===== src/rtl/id_ex_stage.sv =====
// ID/EX pipeline register with operand forwarding, immediate/shift operand
// construction and load-use bubble insertion.
module id_ex_stage (
  input  logic        clk,
  input  logic        rst_n,
  input  logic        stall,
  input  logic        flush,
  input  logic        id_valid,
  input  logic [3:0]  id_aluop,
  input  logic [4:0]  id_rs,
  input  logic [4:0]  id_rt,
  input  logic [4:0]  id_dest,
  input  logic [31:0] id_rs_data,
  input  logic [31:0] id_rt_data,
  input  logic [15:0] id_imm,
  input  logic [4:0]  id_shamt,
  input  logic        id_src_b_imm,
  input  logic        id_imm_zext,
  input  logic        id_shift_imm,
  input  logic        id_reg_write,
  input  logic        id_mem_read,
  input  logic        id_mem_write,
  input  logic        exmem_reg_write,
  input  logic [4:0]  exmem_rd,
  input  logic [31:0] exmem_result,
  input  logic        memwb_reg_write,
  input  logic [4:0]  memwb_rd,
  input  logic [31:0] memwb_result,
  output logic        ex_valid,
  output logic        ex_reg_write,
  output logic        ex_mem_read,
  output logic        ex_mem_write,
  output logic [3:0]  ex_aluop,
  output logic [4:0]  ex_dest,
  output logic [31:0] ex_a,
  output logic [31:0] ex_b,
  output logic [31:0] ex_store_data,
  output logic        load_use
);

  logic [4:0]  rs;
  logic [4:0]  rt;
  logic [31:0] rs_data;
  logic [31:0] rt_data;
  logic [15:0] imm;
  logic [4:0]  shamt;
  logic        src_b_imm;
  logic        imm_zext;
  logic        shift_imm;
  logic [31:0] fwd_rs;
  logic [31:0] fwd_rt;
  logic [31:0] imm_ext;

  // EX/MEM is the younger result, so it takes precedence; r0 is never forwarded.
  function automatic logic [31:0] forward(input logic [4:0] idx, input logic [31:0] reg_val);
    logic [31:0] val;
    val = reg_val;
    if (exmem_reg_write && exmem_rd != 5'd0 && exmem_rd == idx)
      val = exmem_result;
    else if (memwb_reg_write && memwb_rd != 5'd0 && memwb_rd == idx)
      val = memwb_result;
    return val;
  endfunction

  assign fwd_rs  = forward(rs, rs_data);
  assign fwd_rt  = forward(rt, rt_data);
  assign imm_ext = imm_zext ? {16'd0, imm} : {{16{imm[15]}}, imm};

  assign ex_a          = shift_imm ? {21'd0, shamt, 6'd0} : fwd_rs;
  assign ex_b          = src_b_imm ? imm_ext : fwd_rt;
  assign ex_store_data = fwd_rt;

  // rt is compared even when the ID instruction does not read it (conservative).
  assign load_use = ex_valid && ex_mem_read && (ex_dest != 5'd0) &&
                    ((ex_dest == id_rs) || (ex_dest == id_rt)) && id_valid;

  always_ff @(posedge clk or negedge rst_n) begin
    if (!rst_n) begin
      ex_valid     <= 1'b0;
      ex_reg_write <= 1'b0;
      ex_mem_read  <= 1'b0;
      ex_mem_write <= 1'b0;
      ex_aluop     <= 4'd0;
      ex_dest      <= 5'd0;
      rs           <= 5'd0;
      rt           <= 5'd0;
      rs_data      <= 32'd0;
      rt_data      <= 32'd0;
      imm          <= 16'd0;
      shamt        <= 5'd0;
      src_b_imm    <= 1'b0;
      imm_zext     <= 1'b0;
      shift_imm    <= 1'b0;
    end else if (stall) begin
      // Capture forwarded values so a result retiring during the stall survives.
      rs_data <= fwd_rs;
      rt_data <= fwd_rt;
    end else if (flush || load_use) begin
      ex_valid     <= 1'b0;
      ex_reg_write <= 1'b0;
      ex_mem_read  <= 1'b0;
      ex_mem_write <= 1'b0;
      ex_aluop     <= 4'd0;
      ex_dest      <= 5'd0;
      rs           <= 5'd0;
      rt           <= 5'd0;
      rs_data      <= 32'd0;
      rt_data      <= 32'd0;
      imm          <= 16'd0;
      shamt        <= 5'd0;
      src_b_imm    <= 1'b0;
      imm_zext     <= 1'b0;
      shift_imm    <= 1'b0;
    end else begin
      ex_valid     <= id_valid;
      ex_reg_write <= id_reg_write;
      ex_mem_read  <= id_mem_read;
      ex_mem_write <= id_mem_write;
      ex_aluop     <= id_aluop;
      ex_dest      <= id_dest;
      rs           <= id_rs;
      rt           <= id_rt;
      rs_data      <= id_rs_data;
      rt_data      <= id_rt_data;
      imm          <= id_imm;
      shamt        <= id_shamt;
      src_b_imm    <= id_src_b_imm;
      imm_zext     <= id_imm_zext;
      shift_imm    <= id_shift_imm;
    end
  end

endmodule

===== config.mk =====
export PLATFORM = sky130hd
export DESIGN_NAME = id_ex_stage
export DESIGN_NICKNAME = d
export VERILOG_FILES = /design/src/rtl/id_ex_stage.sv
export SDC_FILE = /design/constraint.sdc
export NUM_CORES = 1
export LEC_CHECK = 0
export ABC_AREA = 0
export CORE_MARGIN = 2
export CORE_UTILIZATION = 43
export CTS_CLUSTER_SIZE = 14
export DETAILED_ROUTE_END_ITERATION = 10
export HOLD_SLACK_MARGIN = 0.03
export PLACE_DENSITY = 0.88
export SYNTH_ARGS = -nofsm -noshare
export SYNTH_HDL_FRONTEND = slang
export SYNTH_SLANG_ARGS = --single-unit
export TNS_END_PERCENT = 1

===== constraint.sdc =====
create_clock -name clk -period 2.47 [get_ports clk]
set_clock_uncertainty 0.1 [all_clocks]
set_input_delay 0.247 -clock clk [delete_from_list [all_inputs] [get_ports clk]]
set_output_delay 0.247 -clock clk [all_outputs]
set_load 0.005 [all_outputs]

# [Word-level counts from Yosys, hierarchy flattened]
# Index checks and enable logic that the tools add are counted.
[word_totals] ff_bits=111 inputBits=191 out_inout_bits=110 wordCells=60
[op_classes] eq_ne=6 muxes=24 n_reduce_logical=15
[ops] operator="2-to-1 mux 32 bit" count=11
[ops] operator="== test 5 bit" count=6
[ops] operator="2-to-1 mux 5 bit" count=4
[ops] operator="2-to-1 mux 16 bit" count=1
[ops] operator="nonzero test 5 bit" count=3
[ops] operator="logical AND 1 bit" count=10
[ops] operator="2-to-1 mux 1 bit" count=7
[ops] operator="2-to-1 mux 4 bit" count=1
[ops] operator="logical OR 1 bit" count=2

# [Longest topological paths before layout]
[depth] ltp_word=7 depth_mapped=7 mapped_depth_nobuf=5

# [Worst setup path before layout]
# No wires, ideal clock.
[synth_timing] kind="register -> output" from="register rt[0]" to="output ex_b[0]" t_arrival_ps=1873 required_time_ps=2123 setup_slack_ps=250 stages_incl_launch_ff=8 n_path_buf=2 cell_sequence="dfrtp_1 -> xor2_1 -> or3_1 -> clkbuf_1 -> buf_2 -> o31ai_1 -> a31oi_1 -> mux2_2"
[synth_between] elab_chain_len=5 elab_cells_between_ends=7 cone_classes="eq/ne: 2; mux: 3; reduce/logical: 2"
[synth_lines] element="start: declaration" line="42" text="logic [4:0] rt;"
[synth_lines] element="start signal: assignment" line="122" text="rt <= id_rt;"
[synth_lines] element="== test 5 bit" line="60" text="else if (memwb_reg_write && memwb_rd != 5'd0 && memwb_rd == idx)"
[synth_lines] element="logical AND 1 bit" line="60"
[synth_lines] element="2-to-1 mux 32 bit" line="60"
[synth_lines] element="2-to-1 mux 32 bit (*)" line="58" text="if (exmem_reg_write && exmem_rd != 5'd0 && exmem_rd == idx)"
[synth_lines] element="via ex_store_data[0]" line="37" text="output logic [31:0] ex_store_data,"
[synth_lines] element="2-to-1 mux 32 bit (*)" line="70" text="assign ex_b = src_b_imm ? imm_ext : fwd_rt;"
[synth_lines] element="end: declaration" line="36" text="output logic [31:0] ex_b,"
# Mark *: on every way through the listed nets, which the timed path passes. The rest lies on a longest branch.

# [Worst setup path after layout]
[layout_timing] from="register rt[3]" to="output ex_b[30]"
[layout_between] elab_chain_len=5 elab_cells_between_ends=7 cone_classes="eq/ne: 2; mux: 3; reduce/logical: 2"
[layout_lines] element="== test 5 bit" line="60"
[layout_lines] element="logical AND 1 bit" line="60"
[layout_lines] element="2-to-1 mux 32 bit" line="60"
[layout_lines] element="2-to-1 mux 32 bit (*)" line="58"
[layout_lines] element="2-to-1 mux 32 bit (*)" line="70"
# Mark *: on every way between the ends. The rest lies on a longest branch, timed or not.

==> impl_metrics.env <==
export IMPL_start_util=0.439
export IMPL_max_cap_violations=0
export IMPL_place_inst=1160
export IMPL_end_kind="output port"
export IMPL_yosys_top_cells_area="dfrtp_1 (42%), a22o_1 (10%), and3_1 (5.5%)"
export IMPL_grt_pass1_vias=7887
export IMPL_slowest_delay_ns=0.49
export IMPL_status="finished, violations left"
export IMPL_die_width_um=129
export IMPL_cp_common_cell="buf_4"
export IMPL_drc=0
export IMPL_drt_iter0_drc=728
export IMPL_synth_area_per_cell_um2=10.1
export IMPL_worstPathArrival_ns=2.86
export IMPL_nFillCells=931
export IMPL_cp_required_ns=2.12
export IMPL_viasPerCell=6.61
export IMPL_violations="setup timing"
export IMPL_drt_total_wl_um=31300
export IMPL_fin_util=0.777
export IMPL_gp_congestion=0.978
export IMPL_final_hold_viol_count=0
export IMPL_syn_inst=659
export IMPL_ys_seq_area_frac=0.416
export IMPL_drive_gt1_frac=0.277
export IMPL_clock_path_buffers=2
export IMPL_syn_nets=850
export IMPL_crit_chain="xor2_1, buf_4, nor3_4, buf_4, clkbuf_16, nand4_1, a31oi_2, buf_4, a21o_1, clkdlybuf4s50_1"
export IMPL_area_growth_pct=76.8
export IMPL_power_leakage_nw=5.14
export IMPL_portBuffers=300
export IMPL_cts_sinks=111
export IMPL_finalNetCount=1209
export IMPL_setup_viol=96
export IMPL_drt_pass1_iter_count=5
export IMPL_ys_ff_latch=111
export IMPL_grt_setup_unrepaired="yes"
export IMPL_worst_slew_pin_slew_ns=0.769
export IMPL_dp_final_hpwl_um=20000
export IMPL_startpoint_type="flip-flop"
export IMPL_max_freq_mhz=312
export IMPL_cts_made_buffers=9
export IMPL_ys_flop_type="dfrtp_1"
export IMPL_criticalPathCategory="reg2out"
export IMPL_antenna_found_initial=1
export IMPL_cts_root_buf="clkbuf_16"
export IMPL_post_drt_wl_per_cell_um=25.8
export IMPL_grt_max_degree=67
export IMPL_synth_warnings=0
export IMPL_yosysTopAreaCellShare=0.416
export IMPL_io_pins=301
export IMPL_vias=8000
export IMPL_cp_buffers_inverters=5
export IMPL_core_region_area_um2=15200
export IMPL_worst_path_max_fanout=16
export IMPL_slew_headroom=0.485
export IMPL_async_flop_share=1.00
export IMPL_synth_largest_area_cell="dfrtp_1"
export IMPL_dp_slack_ns=-0.821
export IMPL_min_period_ns=3.21
export IMPL_setup_slack_ns=-0.739
export IMPL_overflow=0
export IMPL_hp_class="in2async"
export IMPL_crit_path_top_delay_cell="clkdlybuf4s50_1"
export IMPL_cts_tree="built"
export IMPL_die_area_um2=16500
export IMPL_grt_pass1_wl_um=44100
export IMPL_path_clk_slew_ns=0.07
export IMPL_multi_input_area_um2=4250
export IMPL_synth_enable_flop_cells=0
export IMPL_final_cells=1211
export IMPL_dieHeight_um=129
export IMPL_cp_top_family="buffers and inverters"
export IMPL_slew_violations=0
export IMPL_synth_common_cells="dfrtp_1 (111), a22o_1 (79), and3_1 (59)"
export IMPL_grtUsageTotal=0.347
export IMPL_timing_final_crit_share=1.30
export IMPL_ir_drop_mv=0.359
export IMPL_htreeDepth=3
export IMPL_power_density_nw_per_um2=499
export IMPL_syn_cell_area_um2=6680
export IMPL_clk_latency_ns=0.36
export IMPL_ant_nets=0
export IMPL_yosys_cell_types_count=37
export IMPL_regArea_um2=2780
export IMPL_rows=45
export IMPL_yosysMostFrequentCell="dfrtp_1"
## state kept, by name (all words and copies together), names as in the netlist, 4 cells and up
signal / cells
rs_data: 32
rt_data: 32
imm: 16
ex_dest: 5
rs: 5
rt: 5
shamt: 5
ex_aluop: 4
## logic make-up (layout without fill, tap and decap cells)
| logic type | after synthesis | count (layout) | synth area share |
|---|---|---|---|
| and+or+nand+nor | 182 | 182 | 0.163 |
| DFF | 111 | 111 | 0.416 |
| muxes | 16 | 16 | 0.0270 |
| xor gates and xnor gates | 30 | 30 | 0.0393 |
| buffers and inverters | 85 | 448 | 0.0556 |
| AOI/OAI and AO/OA | 235 | 235 | 0.299 |
| other | 0 | 1 | 0 |
## layer usage
layer  up-vias  track usage  part of all wire
met5         -            0                 0
met4         0        0.182             0.059
met3       138       0.0827             0.088
met2       591        0.577              0.48
met1      3879        0.419              0.37
li1       3392            -                 -
## power breakdown
part	switching (mW)	internal [mW]	leakage (nW)
combinational	1.03	1.30	3.57
sequential	0.112	1.98	1.44
clock	0.686	0.784	0.135
total	1.83	4.07	5.14
## path summary, 6_finish.rpt
path	depth (start not counted)	endpoint	slack, ns	from
min in group clk	2	imm[11]	0.32	stall
min	2	rs_data[21]	0.17	rst_n
min reg2reg	1	imm[5]	0.41	imm[5]
max in group asynchronous	3	imm[14]	1.40	rst_n
max reg2reg	8	rt_data[30]	0.02	rt[0]
max	10	ex_b[30]	-0.74	rt[3]
## placed cells by master, fill, tap and decap left out, types with 3 or more instances in the layout
cell | synthesis | routed
and3_1 | 59 | 52
clkbuf_16 | 0 | 10
a21o_1 | 16 | 16
o31ai_1 | 32 | 7
nand3_1 | 4 | 3
clkbuf_2 | 0 | 18
dlygate4sd2_1 | 0 | 36
a22o_1 | 79 | 79
xnor2_1 | 20 | 16
dfrtp_1 | 111 | 106
mux2_4 | 0 | 6
xor2_1 | 10 | 8
dfrtp_2 | 0 | 5
nand4_1 | 34 | 34
buf_16 | 0 | 5
a31oi_4 | 0 | 9
dlymetal6s2s_1 | 0 | 3
and2_1 | 6 | 5
mux2_2 | 16 | 10
o31ai_4 | 0 | 11
a31oi_1 | 32 | 5
a31oi_2 | 0 | 18
nor3_2 | 1 | 9
buf_8 | 0 | 4
clkdlybuf4s50_1 | 0 | 240
and3_4 | 0 | 7
buf_4 | 2 | 92
xnor2_2 | 0 | 4
buf_6 | 3 | 15
nor3_1 | 34 | 24
or3_1 | 33 | 32
o31ai_2 | 0 | 14
buf_12 | 0 | 15
a32o_1 | 32 | 32
a221o_1 | 32 | 32
a31o_2 | 5 | 5
## final cells by class
cell class                 instances  share of cell area
antenna                            1            0.000212
clock buffer                      10              0.0194
clock inverter                     5             0.00498
inverter                           2            0.000636
multi-input combinational        463               0.360
sequential                       111               0.236
tap                              188              0.0199
timing repair buffer             431               0.360
## stage by stage
step                      power (mW)  setup TNS [ns]  hold WS [ns]  instance area (µm²)
after CTS                       5.69          -43.72         0.168                11300
after global placement          4.11          -64.78      -0.00599                10500
final                           5.90          -46.38         0.168                11800
after global routing            6.10          -53.02         0.177                11800
after detailed placement        4.15          -71.78      -0.00249                10500
after floorplan                 2.87               0        -0.149                 6680
## worst register-to-register path: stages (launching register included)
cell and delay (ns):
dfrtp_1 0.42, xor2_1 0.20, or3_4 0.44, buf_12 0.19
o31ai_2 0.30, a31oi_2 0.14, buf_4 0.17, buf_4 0.13
a22o_1 0.24
## repair_timing
action,4_1_cts,5_1_grt
setup buffers,17,10
hold endpoints to repair,111,0
pin swaps,32,55
gates resized for setup,114,121
endpoints found under the setup margin,97,98
hold buffers,1,0
gates cloned,6,1
(Power assumes the default switching activity.)
